[src/rtl/trigger_seq_if.sv]
// trigger_seq bus bundle: probe taps, compare setup,
// arm/disarm control and status back to the capture path.
interface trigger_seq_if #(
  parameter int INPUT_WIDTH = 8,
  parameter int NUM_PROBES  = 4,
  parameter int COUNT_WIDTH = 16
) ();

  logic [NUM_PROBES*INPUT_WIDTH-1:0] probes;
  logic [NUM_PROBES*4-1:0]           ops;
  logic [NUM_PROBES*INPUT_WIDTH-1:0] args;
  logic                              mode;
  logic [COUNT_WIDTH-1:0]            count_target;
  logic                              arm;
  logic                              disarm;
  logic                              trig;
  logic                              armed;
  logic                              triggered;
  logic [COUNT_WIDTH-1:0]            hit_count;

  modport master (
    output probes, ops, args, mode,
    output count_target, arm, disarm,
    input  trig, armed, triggered, hit_count
  );

  modport slave (
    input  probes, ops, args, mode,
    input  count_target, arm, disarm,
    output trig, armed, triggered, hit_count
  );

endinterface

[src/rtl/trigger_seq.sv]
// Multi-probe arm-able trigger sequencer: per-channel
// compares, AND/OR combine, counted one-cycle fire pulse.
module trigger_seq #(
  parameter int INPUT_WIDTH = 8,
  parameter int NUM_PROBES  = 4,
  parameter int COUNT_WIDTH = 16
) (
  input logic          clk,
  input logic          rst_n,
  trigger_seq_if.slave bus
);

  localparam int W  = INPUT_WIDTH;
  localparam int N  = NUM_PROBES;
  localparam int CW = COUNT_WIDTH;

  typedef enum logic [1:0] {
    IDLE,
    ARMED,
    FIRED
  } state_t;

  state_t          state;
  logic [N*W-1:0]  prev;
  logic            prev_valid;
  logic            trig_q;
  logic [CW-1:0]   cnt;

  logic [N-1:0]    en;
  logic [N-1:0]    hit;
  logic            cond;
  logic [CW-1:0]   tgt;
  logic [CW:0]     cnt_inc;
  logic            reach;
  logic [CW-1:0]   cnt_sat;

  function automatic logic ch_hit(
    input logic [3:0]   op,
    input logic [W-1:0] p,
    input logic [W-1:0] q,
    input logic [W-1:0] a,
    input logic         pv
  );
    logic r;
    r = 1'b0;
    case (op)
      4'd1:    r = pv && (p > q);
      4'd2:    r = pv && (p < q);
      4'd3:    r = pv && (p != q);
      4'd4:    r = p > a;
      4'd5:    r = p < a;
      4'd6:    r = p >= a;
      4'd7:    r = p <= a;
      4'd8:    r = p == a;
      4'd9:    r = p != a;
      default: r = 1'b0;
    endcase
    return r;
  endfunction

  // Per-channel enable and compare result.
  always_comb begin
    en  = '0;
    hit = '0;
    for (int i = 0; i < N; i++) begin
      en[i]  = (bus.ops[i*4 +: 4] >= 4'd1) &&
               (bus.ops[i*4 +: 4] <= 4'd9);
      hit[i] = ch_hit(bus.ops[i*4 +: 4],
                      bus.probes[i*W +: W],
                      prev[i*W +: W],
                      bus.args[i*W +: W],
                      prev_valid);
    end
  end

  // Combine enabled channels; nothing enabled never qualifies.
  always_comb begin
    cond = 1'b0;
    if (|en) begin
      if (bus.mode) cond = &(hit | ~en);
      else          cond = |(hit & en);
    end
  end

  // Target of zero is treated as one; compare one bit wider
  // so a saturated count still reaches any target.
  always_comb begin
    tgt = bus.count_target;
    if (tgt == '0) tgt = {{(CW-1){1'b0}}, 1'b1};
    cnt_inc = {1'b0, cnt} + {{CW{1'b0}}, 1'b1};
    reach   = cnt_inc >= {1'b0, tgt};
    cnt_sat = (&cnt) ? cnt : cnt_inc[CW-1:0];
  end

  // Previous-sample registers for the edge-style ops.
  always_ff @(posedge clk or negedge rst_n) begin
    if (!rst_n) begin
      prev       <= '0;
      prev_valid <= 1'b0;
    end else begin
      prev       <= bus.probes;
      prev_valid <= 1'b1;
    end
  end

  // Sequencer FSM with registered fire pulse and count.
  always_ff @(posedge clk or negedge rst_n) begin
    if (!rst_n) begin
      state  <= IDLE;
      trig_q <= 1'b0;
      cnt    <= '0;
    end else begin
      trig_q <= 1'b0;
      if (bus.disarm) begin
        state <= IDLE;
      end else begin
        unique case (state)
          IDLE: begin
            if (bus.arm) begin
              state <= ARMED;
              cnt   <= '0;
            end
          end
          ARMED: begin
            if (bus.arm) begin
              cnt <= '0;
            end else if (cond) begin
              cnt <= cnt_sat;
              if (reach) begin
                state  <= FIRED;
                trig_q <= 1'b1;
              end
            end
          end
          FIRED: begin
            if (bus.arm) begin
              state <= ARMED;
              cnt   <= '0;
            end
          end
          default: state <= IDLE;
        endcase
      end
    end
  end

  assign bus.trig      = trig_q;
  assign bus.armed     = (state == ARMED);
  assign bus.triggered = (state == FIRED);
  assign bus.hit_count = cnt;

endmodule

[src/flat_wrapper.sv]
// flat-port wrapper written by rule: the top's interface ports become plain ports
module trigger_seq_flat 
#(
  parameter int INPUT_WIDTH = 8,
  parameter int NUM_PROBES  = 4,
  parameter int COUNT_WIDTH = 16
)
  (clk, rst_n, bus_probes, bus_ops, bus_args, bus_mode, bus_count_target, bus_arm, bus_disarm, bus_trig, bus_armed, bus_triggered, bus_hit_count);
  trigger_seq_if #(.INPUT_WIDTH(INPUT_WIDTH), .NUM_PROBES(NUM_PROBES), .COUNT_WIDTH(COUNT_WIDTH)) bus_i ();
  input logic clk;
  input logic rst_n;
  input wire logic [$bits(bus_i.probes)-1:0] bus_probes;
  input wire logic [$bits(bus_i.ops)-1:0] bus_ops;
  input wire logic [$bits(bus_i.args)-1:0] bus_args;
  input wire logic [$bits(bus_i.mode)-1:0] bus_mode;
  input wire logic [$bits(bus_i.count_target)-1:0] bus_count_target;
  input wire logic [$bits(bus_i.arm)-1:0] bus_arm;
  input wire logic [$bits(bus_i.disarm)-1:0] bus_disarm;
  output wire logic [$bits(bus_i.trig)-1:0] bus_trig;
  output wire logic [$bits(bus_i.armed)-1:0] bus_armed;
  output wire logic [$bits(bus_i.triggered)-1:0] bus_triggered;
  output wire logic [$bits(bus_i.hit_count)-1:0] bus_hit_count;
  assign bus_i.probes = bus_probes;
  assign bus_i.ops = bus_ops;
  assign bus_i.args = bus_args;
  assign bus_i.mode = bus_mode;
  assign bus_i.count_target = bus_count_target;
  assign bus_i.arm = bus_arm;
  assign bus_i.disarm = bus_disarm;
  assign bus_trig = bus_i.trig;
  assign bus_armed = bus_i.armed;
  assign bus_triggered = bus_i.triggered;
  assign bus_hit_count = bus_i.hit_count;
  trigger_seq #(.INPUT_WIDTH(INPUT_WIDTH), .NUM_PROBES(NUM_PROBES), .COUNT_WIDTH(COUNT_WIDTH)) u_core (.clk(clk), .rst_n(rst_n), .bus(bus_i));
endmodule
[config.mk]
export PLATFORM = sky130hd
export DESIGN_NAME = trigger_seq_flat
export DESIGN_NICKNAME = d
export VERILOG_FILES = /design/src/rtl/trigger_seq_if.sv /design/src/rtl/trigger_seq.sv /design/src/flat_wrapper.sv
export SDC_FILE = /design/constraint.sdc
export NUM_CORES = 1
export LEC_CHECK = 0
export ABC_AREA = 1
export BUFFER_PORTS_ARGS = -buffer_cell sky130_fd_sc_hd__buf_2
export CORE_MARGIN = 5
export CORE_UTILIZATION = 40
export DETAILED_ROUTE_END_ITERATION = 7
export PLACE_DENSITY = 0.64
export SETUP_SLACK_MARGIN = 0.3
export SLEW_MARGIN = 20
export SYNTH_ARGS = -nofsm -noshare
export SYNTH_HDL_FRONTEND = slang
export SYNTH_SLANG_ARGS = --single-unit
[constraint.sdc]
create_clock -name clk -period 4.27 [get_ports clk]
set_clock_uncertainty 0.15 [all_clocks]
set_input_delay 0 -clock clk [delete_from_list [all_inputs] [get_ports clk]]
set_output_delay 0 -clock clk [all_outputs]
set_load 0.02 [all_outputs]
==> results of run 1 <==
-- timing repair --
item	in CTS	in global routing
setup endpoints to repair	0	1
setup buffers	0	1
gates resized for setup	0	6
endpoints found under the hold margin	87	0
hold buffers	38	0
-- flip-flops by register name (all words and copies together) (netlist names) --
| register | count |
|---|---|
| u_core.state | 2 |
| u_core.bus.trig | 1 |
| u_core.prev | 32 |
| u_core.prev_valid | 1 |
| u_core.bus.hit_count | 16 |
-- area by class of cell --
cell class	instances	area share, %
sequential	52	21.4
timing repair buffer	159	16.3
inverter	147	9.06
multi-input combinational	478	47.7
tap	147	3.02
clock inverter	1	0.493
clock buffer	5	2.05
-- critical path: cells and delay by family, from the launching register on --
kind | cells | cell delay, ns
DFF | 1 | 0.42
buffers and inverters | 3 | 0.65
and+or+nand+nor | 14 | 1.91
xor gates and xnor gates | 1 | 0.16
adders and majority gates | 1 | 0.27
-- through the flow --
stage,setup WS [ns],power [uW],hold slack [ns],utilization [%]
after floorplan,1.11,747,-0.446,-
after global placement,0.939,862,-0.0288,46.5
after detailed placement,0.826,865,-0.0277,46.5
after CTS,0.438,1340,0.184,51.0
after global routing,0.313,1430,0.217,51.3
final,0.630,1320,0.191,51.3
-- where the power goes --
part	switching, uW	internal [uW]
logic	200	158
clock network	176	270
registers	9.82	511
total	385	939
-- Yosys cell counts, types with 2 or more instances --
cell type,number,share of area [%]
a21o_1,4,0.63
nand3_1,57,6.0
a21oi_1,36,3.8
inv_1,145,11
o21bai_1,3,0.47
nor2_2,3,0.39
o21ai_0,6,0.63
o21ai_1,2,0.21
nand2_1,160,13
nor3_1,7,0.73
xor2_1,11,2.0
dfrtp_1,52,27
nor2_1,76,6.0
nand4_1,3,0.39
nor4_1,5,0.65
nand2_2,2,0.26
o21a_1,4,0.63
o211ai_1,2,0.31
ha_1,81,21
nand3_2,2,0.42
-- metal layers --
layer	global-route usage, %	vias to the layer above
met5	0	-
li1	-	2462
met4	3.19	0
met1	19.0	1973
met2	28.6	78
met3	3.04	8
-- how the worst min path moves through the flow --
stage / endpoint / start / cells after the start / slack (ns)
2_1_floorplan: u_core.bus.hit_count[0] / rst_n / 0 / -0.45
3_3_place_gp: u_core.prev[24] / bus_probes[24] / 1 / -0.03
3_5_place_dp: u_core.prev[24] / bus_probes[24] / 1 / -0.03
4_1_cts: u_core.state[1] / bus_ops[7] / 6 / 0.18
5_1_grt: u_core.prev[8] / bus_probes[8] / 2 / 0.22
6_report: u_core.state[1] / bus_ops[7] / 6 / 0.19
-- cells by family (layout without fill, tap and decap cells) --
group           count (synthesis)  count (layout)  synth area share (%)
compound gates                 61              61                  7.62
xor+xnor                       11              11                  2.02
fa+ha+maj                      81              81                  21.2
buf+inv                       152             312                  12.5
flops                          52              52                  27.2
other cells                     1               1                0.0785
simple gates                  324             324                  29.3
==> impl_metrics.tcl, run 1 <==
set metrics [dict create \
    status "finished, final reports clean" \
    avgViaCountPerCell 4.57 \
    nets 1025 \
    yosys.cell_types.count 41 \
    rrSetupSlack_ns 0.63 \
    dieArea_um2 14200 \
    wl_met1_um 4900 \
    cp_common_cell "nand3_1" \
    path_max_fanout 6 \
    clk_pin_slew_ns 0.06 \
    startpoint_type "register" \
    clock_path_buffers 2 \
    mostFrequentLayoutCells "nand2_1 (159), inv_1 (145), buf_2 (119)" \
    highest_layer "met4" \
    pin_count 120 \
    core.rowCount 40 \
    route.detailed.drc 0 \
    finalInstanceArea_um2 6090 \
    wl_met2_um 5250 \
    reg2reg_to "u_core.bus.trig" \
    crit_path_end_kind "register" \
    met3WireLength_um 508 \
    area_growth_pct 27.5 \
    final-instance-count-excl-fill 989 \
    crit_required_ns 4.34 \
    cts_root_buf "clkbuf_16" \
    rsz0062_at_grt "false" \
    hp-class "input port to register" \
    ir_drop_mv 0.166 \
    slew_headroom_pct 41.8 \
    ys.flop_type "dfrtp_1" \
    path_cells "and3_1, nand3_1, nand3b_1, nor2_1, nand2_2, nor2_4, nand3_1, xor2_2, inv_1, ha_1, inv_1, nor2_1, nand3_1, nor4b_2, nor3_1, nand3_1, nand3_1, nor2_1, dlygate4sd3_1" \
    tns_ns 0 \
    final_common_cell "nand2_1" \
    drtIter0Drc 129 \
    drive_gt1_share_pct 17.3 \
    timing.rr.start "u_core.bus.hit_count[0]" \
    antenna_found_initial 0 \
    final_antenna_net_count 0 \
    coreArea_um2 11900 \
    netlist_instances 682 \
    fin_crit_sh_pct 85.2 \
    setup-violations-final 0 \
    drv_slew 0 \
    syn_nets 864 \
    ff_latch_area_um2 1300 \
    grt_pass1_wl_um 18800 \
    period_minus_slack_ns 3.64 \
    grt_pass1_vias 4352 \
    grt_start_max_net_pins 53 \
    synth.ff_latch_count 52 \
    total_leakage_power_uw 0.00366 \
    slowest_stage "dlygate4sd3_1" \
    synth-edff-count 0 \
    cp.arrival_ns 3.71 \
    vias 4521 \
    crit_type "register to register" \
    dp_cells 944 \
    numPortBuffers 119 \
    synth_area_per_cell_um2 7.00 \
    clock-sinks 52 \
    gp_congestion 0.808 \
    grt-ovfl-total 0 \
    cap_violations 0 \
    crit_end "u_core.bus.trig" \
    fill_cells 1218 \
    grt.total_usage_pct 15.7 \
    htreeDepth 2 \
    fmax_mhz 275 \
    wirelength_um 10700 \
    antenna_cells 0 \
    hpwl_um 8770 \
    tightest_slew_ns 0.870 \
    cts_tree "done" \
    cellPowerDensity_nw_per_um2 218 \
    finalHoldViolations 0 \
    start_util_pct 40.3 \
    multi_input_area_um2 2910 \
    postPlaceCellArea_um2 5520 \
    reg2regPathDepth 19 \
    synth-async-reset-ratio_pct 100 \
    yosys_warnings 0 \
    synth_area_um2 4780 \
    synth-seq-area-share_pct 27.2 \
    critPathMaxStageDelay_ns 0.55 \
    wl_per_cell_um 10.8 \
    dr.pass1.iters 4 \
    cts_buffers 5 \
    die_y_um 119 \
    clk_latency_ns 0.29 \
    setup.worst_path.start "u_core.bus.hit_count[0]" \
    dieWidth_um 119 \
]
(Power assumes the default switching activity.)
==> run 2, diff against run 1 <==
- BUFFER_PORTS_ARGS: -buffer_cell sky130_fd_sc_hd__buf_2 -> default
- DONT_BUFFER_PORTS: default -> 1
- PLACE_DENSITY: 0.64 -> 0.55
==> impl_metrics.tcl, run 2 (synthesized netlist as in run 1, its figures left out) <==
set metrics [dict create \
    status "finished, final reports clean" \
    critPathMaxStageDelay_ns 0.51 \
    finalInstanceArea_um2 5480 \
    regMostFlops "u_core.prev" \
    hpwl_um 8850 \
    wirelength_um 11100 \
    area_growth_pct 14.7 \
    numPortBuffers 0 \
    tightest_slew_ns 0.914 \
    drv_slew 0 \
    cts_tree "done" \
    period_minus_slack_ns 3.55 \
    cap_violations 0 \
    startpoint_type "register" \
    largest_reg_flops 32 \
    clk_pin_slew_ns 0.07 \
    cts_setup_buffers 0 \
    dr.pass1.iters 4 \
    drive_gt1_share_pct 3.32 \
    crit_required_ns 4.32 \
    avgViaCountPerCell 4.83 \
    dieWidth_um 119 \
    slowest_stage "dfrtp_1" \
    cp_common_cell "nand2_1" \
    postPlaceCellArea_um2 4910 \
    clock_path_buffers 2 \
    pin_count 120 \
    nets 904 \
    clock-sinks 52 \
    htreeDepth 2 \
    antenna_found_initial 0 \
    grt-ovfl-total 0 \
    crit_type "register to register" \
    rsz0062_at_grt "false" \
    mostFrequentLayoutCells "nand2_1 (160), inv_1 (145), ha_1 (81)" \
    fin_crit_sh_pct 83.1 \
    crit_path_end_kind "register" \
    dieArea_um2 14200 \
    antenna_cells 0 \
    clk_latency_ns 0.30 \
    wl_per_cell_um 12.8 \
    vias 4203 \
    grt_pass1_vias 4274 \
    path_cells "and3_1, nand3_1, nand3b_1, nor2_1, nand2_1, nor2_1, xor2_1, inv_1, ha_1, inv_1, nor3_1, nand3_1, nor4b_1, nor3_1, nand3_1, nand3_1, nand2_1, nand2_1, nand2_1, nand2_1" \
    route.detailed.drc 0 \
    die_y_um 119 \
    drtIter0Drc 169 \
    final_antenna_net_count 0 \
    cts_root_buf "clkbuf_16" \
    ir_drop_mv 0.198 \
    grt_start_max_net_pins 53 \
    cellPowerDensity_nw_per_um2 236 \
    hp-class "input port to register" \
    total_leakage_power_uw 0.00315 \
    start_util_pct 40.3 \
    tns_ns 0 \
    fmax_mhz 282 \
    core.rowCount 40 \
    gp_congestion 0.833 \
    grt_pass1_wl_um 19400 \
    setup-violations-final 0 \
    finalHoldViolations 0 \
    coreArea_um2 11900 \
    grt.total_usage_pct 16.6 \
    final_common_cell "nand2_1" \
    cp.arrival_ns 3.60 \
    slew_headroom_pct 38.9 \
    path_max_fanout 4 \
    cts_buffers 5 \
]
## run 2: cell types whose count changed in the layout (fill, tap and decap cells not counted), moves of 2 or more
cell	delta
buf_4	-2
dfrtp_2	+2
dfrtp_1	-2
buf_2	-119
## run 2: worst paths after layout
check / start / to / slack (ns) / cells past startpoint
min reg2reg: u_core.bus.hit_count[2] / u_core.bus.hit_count[2] / 0.47 / 2
max in group asynchronous: rst_n / u_core.bus.hit_count[2] / 3.62 / 2
max reg2reg: u_core.bus.hit_count[1] / u_core.state[0] / 0.72 / 20
max: u_core.bus.hit_count[1] / u_core.state[0] / 0.72 / 20
min: bus_ops[7] / u_core.bus.trig / 0.03 / 5
min in group asynchronous: rst_n / u_core.bus.hit_count[11] / 0.12 / 2
## run 2: cell type report
type                    instances  area (um^2)
fillers                      1180         6380
well taps                     147          184
repair buffers                 38          398
clock inverters                 2         35.0
multi-input cells             478         2880
inverters                     147          552
clock buffers                   6          129
flip-flops and latches         52         1300
## run 2: metal layers
layer	vias up	GRT usage (%)	part of all wire [%]
met5	-	0	0
li1	2229	-	-
met1	1869	18.6	42
met2	91	29.8	49
met3	14	5.32	6.9
met4	0	5.07	1.5
## run 2: timing repair
action	in CTS	in global routing
gates resized for setup	0	2
hold buffers	38	0
endpoints found under the setup margin	0	1
hold endpoints to repair	103	0
## run 2: critical path: cells and delay by family (launching register included)
kind | cells | cell delay [ns]
fa+ha+maj | 1 | 0.26
xor+xnor | 1 | 0.21
buf+inv | 2 | 0.11
simple gates | 16 | 2.18
flops | 1 | 0.51
## run 2: report_power, final
| group | total [uW] | leakage (uW) | switching, uW | internal [uW] |
|---|---|---|---|---|
| combinational | 300 | 0.00242 | 174 | 126 |
| sequential | 525 | 0.000646 | 13.1 | 511 |
| clock | 469 | 0.0000808 | 192 | 276 |
| total | 1290 | 0.00315 | 379 | 914 |
## run 2: per-stage QoR
step / instances / hold slack, ns / setup slack (ns) / power, uW / utilization, %
2_1_floorplan: 682 / -0.446 / 1.11 / 747 / -
3_3_place_gp: 824 / -0.444 / 0.762 / 786 / 41.4
3_5_place_dp: 824 / -0.444 / 0.651 / 795 / 41.4
4_1_cts: 870 / 0.0134 / 0.628 / 1320 / 46.2
5_1_grt: 870 / 0.0858 / 0.339 / 1390 / 46.2
6_report: 870 / 0.0260 / 0.720 / 1290 / 46.2
==> run 3, diff against run 2 <==
- clock period: 4.27 -> 3.6 ns (I/O delays scaled with it)
==> impl_metrics.tcl, run 3 (synthesized netlist as in run 1, its figures left out) <==
set metrics [dict create \
    wl_per_cell_um 13.1 \
    wl_met1_um 4880 \
    rsz0062_at_grt "true" \
    core.rowCount 40 \
    violations "hold timing" \
    gp_congestion 0.823 \
    dieArea_um2 14200 \
    period_minus_slack_ns 3.16 \
    ir_drop_mv 0.164 \
    finalHoldViolations 1 \
    cts_root_buf "clkbuf_16" \
    p_sw_share_pct 30.6 \
    total_leakage_power_uw 0.00320 \
    avgViaCountPerCell 4.83 \
    wl_met2_um 5750 \
    htreeDepth 2 \
    antenna_cells 0 \
    final.hold.worst_slack_ns -0.00260 \
    antenna_found_initial 0 \
    cts_buffers 5 \
    vias 4251 \
    tns_ns 0 \
    post-place-ws_ns 0.229 \
    largest_reg_flops 32 \
    grt-ovfl-total 0 \
    fin_ws_ns 0.436 \
    grt_pass1_vias 4252 \
    cts_tree "done" \
    status "complete, but fails checks" \
    drv_slew 0 \
    met3WireLength_um 756 \
    highest_layer "met4" \
    area_growth_pct 17.7 \
    clock_path_buffers 2 \
    grt_start_max_net_pins 53 \
    tightest_slew_ns 0.742 \
    clock-sinks 52 \
    grt_pass1_wl_um 19400 \
    clk_latency_ns 0.30 \
    wirelength_um 11500 \
    cap_violations 0 \
    start_util_pct 40.3 \
    slew_headroom_pct 50.4 \
    mostFrequentLayoutCells "nand2_1 (159), inv_1 (145), ha_1 (79)" \
    startpoint_type "register" \
    intPower_uw 1010 \
    cp.arrival_ns 3.21 \
    numPortBuffers 0 \
    setup-violations-final 0 \
    route.detailed.drc 0 \
    pin_count 120 \
    hp-class "input port to register" \
    hpwl_um 8990 \
    crit_type "register to register" \
    pwr-share-seq_pct 42.2 \
    cellPowerDensity_nw_per_um2 260 \
    coreArea_um2 11900 \
    nets 915 \
    crit_path_end_kind "register" \
    regMostFlops "u_core.prev" \
    dr.pass1.iters 4 \
    fmax_mhz 316 \
    clk_pin_slew_ns 0.07 \
    pwr-share-clk_pct 32.5 \
    fin_crit_sh_pct 87.9 \
    final_antenna_net_count 0 \
    grt.total_usage_pct 16.6 \
    crit_required_ns 3.65 \
    drive_gt1_share_pct 6.55 \
    drtIter0Drc 172 \
    dieWidth_um 119 \
    final_common_cell "nand2_1" \
    die_y_um 119 \
    path_max_fanout 3 \
    p_sw_uw 448 \
    p_comb_share_pct 25.3 \
]
-- run 3: per-layer routing --
metal  GRT usage (%)  vias up
met4            4.20        0
met2            29.5       95
met5               0        -
li1                -     2246
met1            19.5     1901
met3            4.84        9
-- run 3: layout make-up --
class	count	area, um^2
clock buffers	6	129
flip-flops and latches	52	1300
inverters	147	552
repair buffers	49	480
fillers	1152	6240
clock inverters	1	5.00
multi-input cells	478	2970
well taps	147	184
-- run 3: worst max-delay path, stage by stage (launching register included) --
cell and delay (ns):
dfrtp_1 0.38, ha_2 0.19, nand2_1 0.07, nor2_2 0.15, nand3_2 0.09, nor2_2 0.13, nand2_2 0.09, nor2_4 0.11
nand3_2 0.10, xor2_2 0.18, inv_1 0.09, ha_4 0.27, inv_1 0.05, nor3_2 0.19, nand3_1 0.11, nor4b_2 0.22
nor3_1 0.07, nand3_1 0.10, nand3_2 0.10, nand2_1 0.07, nand2_1 0.05, nand2_1 0.05, nand2_1 0.05
-- run 3: path summary, 6_finish.rpt --
path	startpoint	endpoint	slack (ns)	cells past startpoint
max	u_core.bus.hit_count[1]	u_core.state[0]	0.44	22
min	bus_ops[7]	u_core.bus.trig	-0.003	5
max reg2reg	u_core.bus.hit_count[1]	u_core.state[0]	0.44	22
min reg2reg	u_core.state[0]	u_core.state[0]	0.48	2
max in group asynchronous	rst_n	u_core.bus.hit_count[0]	2.97	2
min in group asynchronous	rst_n	u_core.prev[16]	0.09	2
-- run 3: timing repair --
item,in CTS,in global routing
endpoints found under the setup margin,1,3
hold buffers,38,0
pin swaps,1,5
hold endpoints to repair,103,0
buffers inserted,0,6
gates resized for setup,3,14
-- run 3: power groups by stage --
stage / registers (uW) / clock network (uW) / logic [uW]
6_report: 617 / 476 / 371
5_1_grt: 619 / 517 / 434
4_1_cts: 617 / 497 / 373
3_5_place_dp: 629 / 0 / 319
3_3_place_gp: 628 / 0 / 309
2_1_floorplan: 627 / 0 / 259
-- run 3: through the flow --
stage / total power (uW) / hold WS [ns] / util [%] / instances / cell area, um^2
final: 1460 / -0.00260 / 47.4 / 880 / 5620
after global routing: 1570 / 0.0790 / 47.4 / 880 / 5620
after floorplan: 886 / -0.446 / - / 682 / 4780
after CTS: 1490 / 0.0135 / 46.3 / 874 / 5500
after detailed placement: 948 / -0.444 / 41.8 / 829 / 4950
after global placement: 937 / -0.444 / 41.8 / 829 / 4950
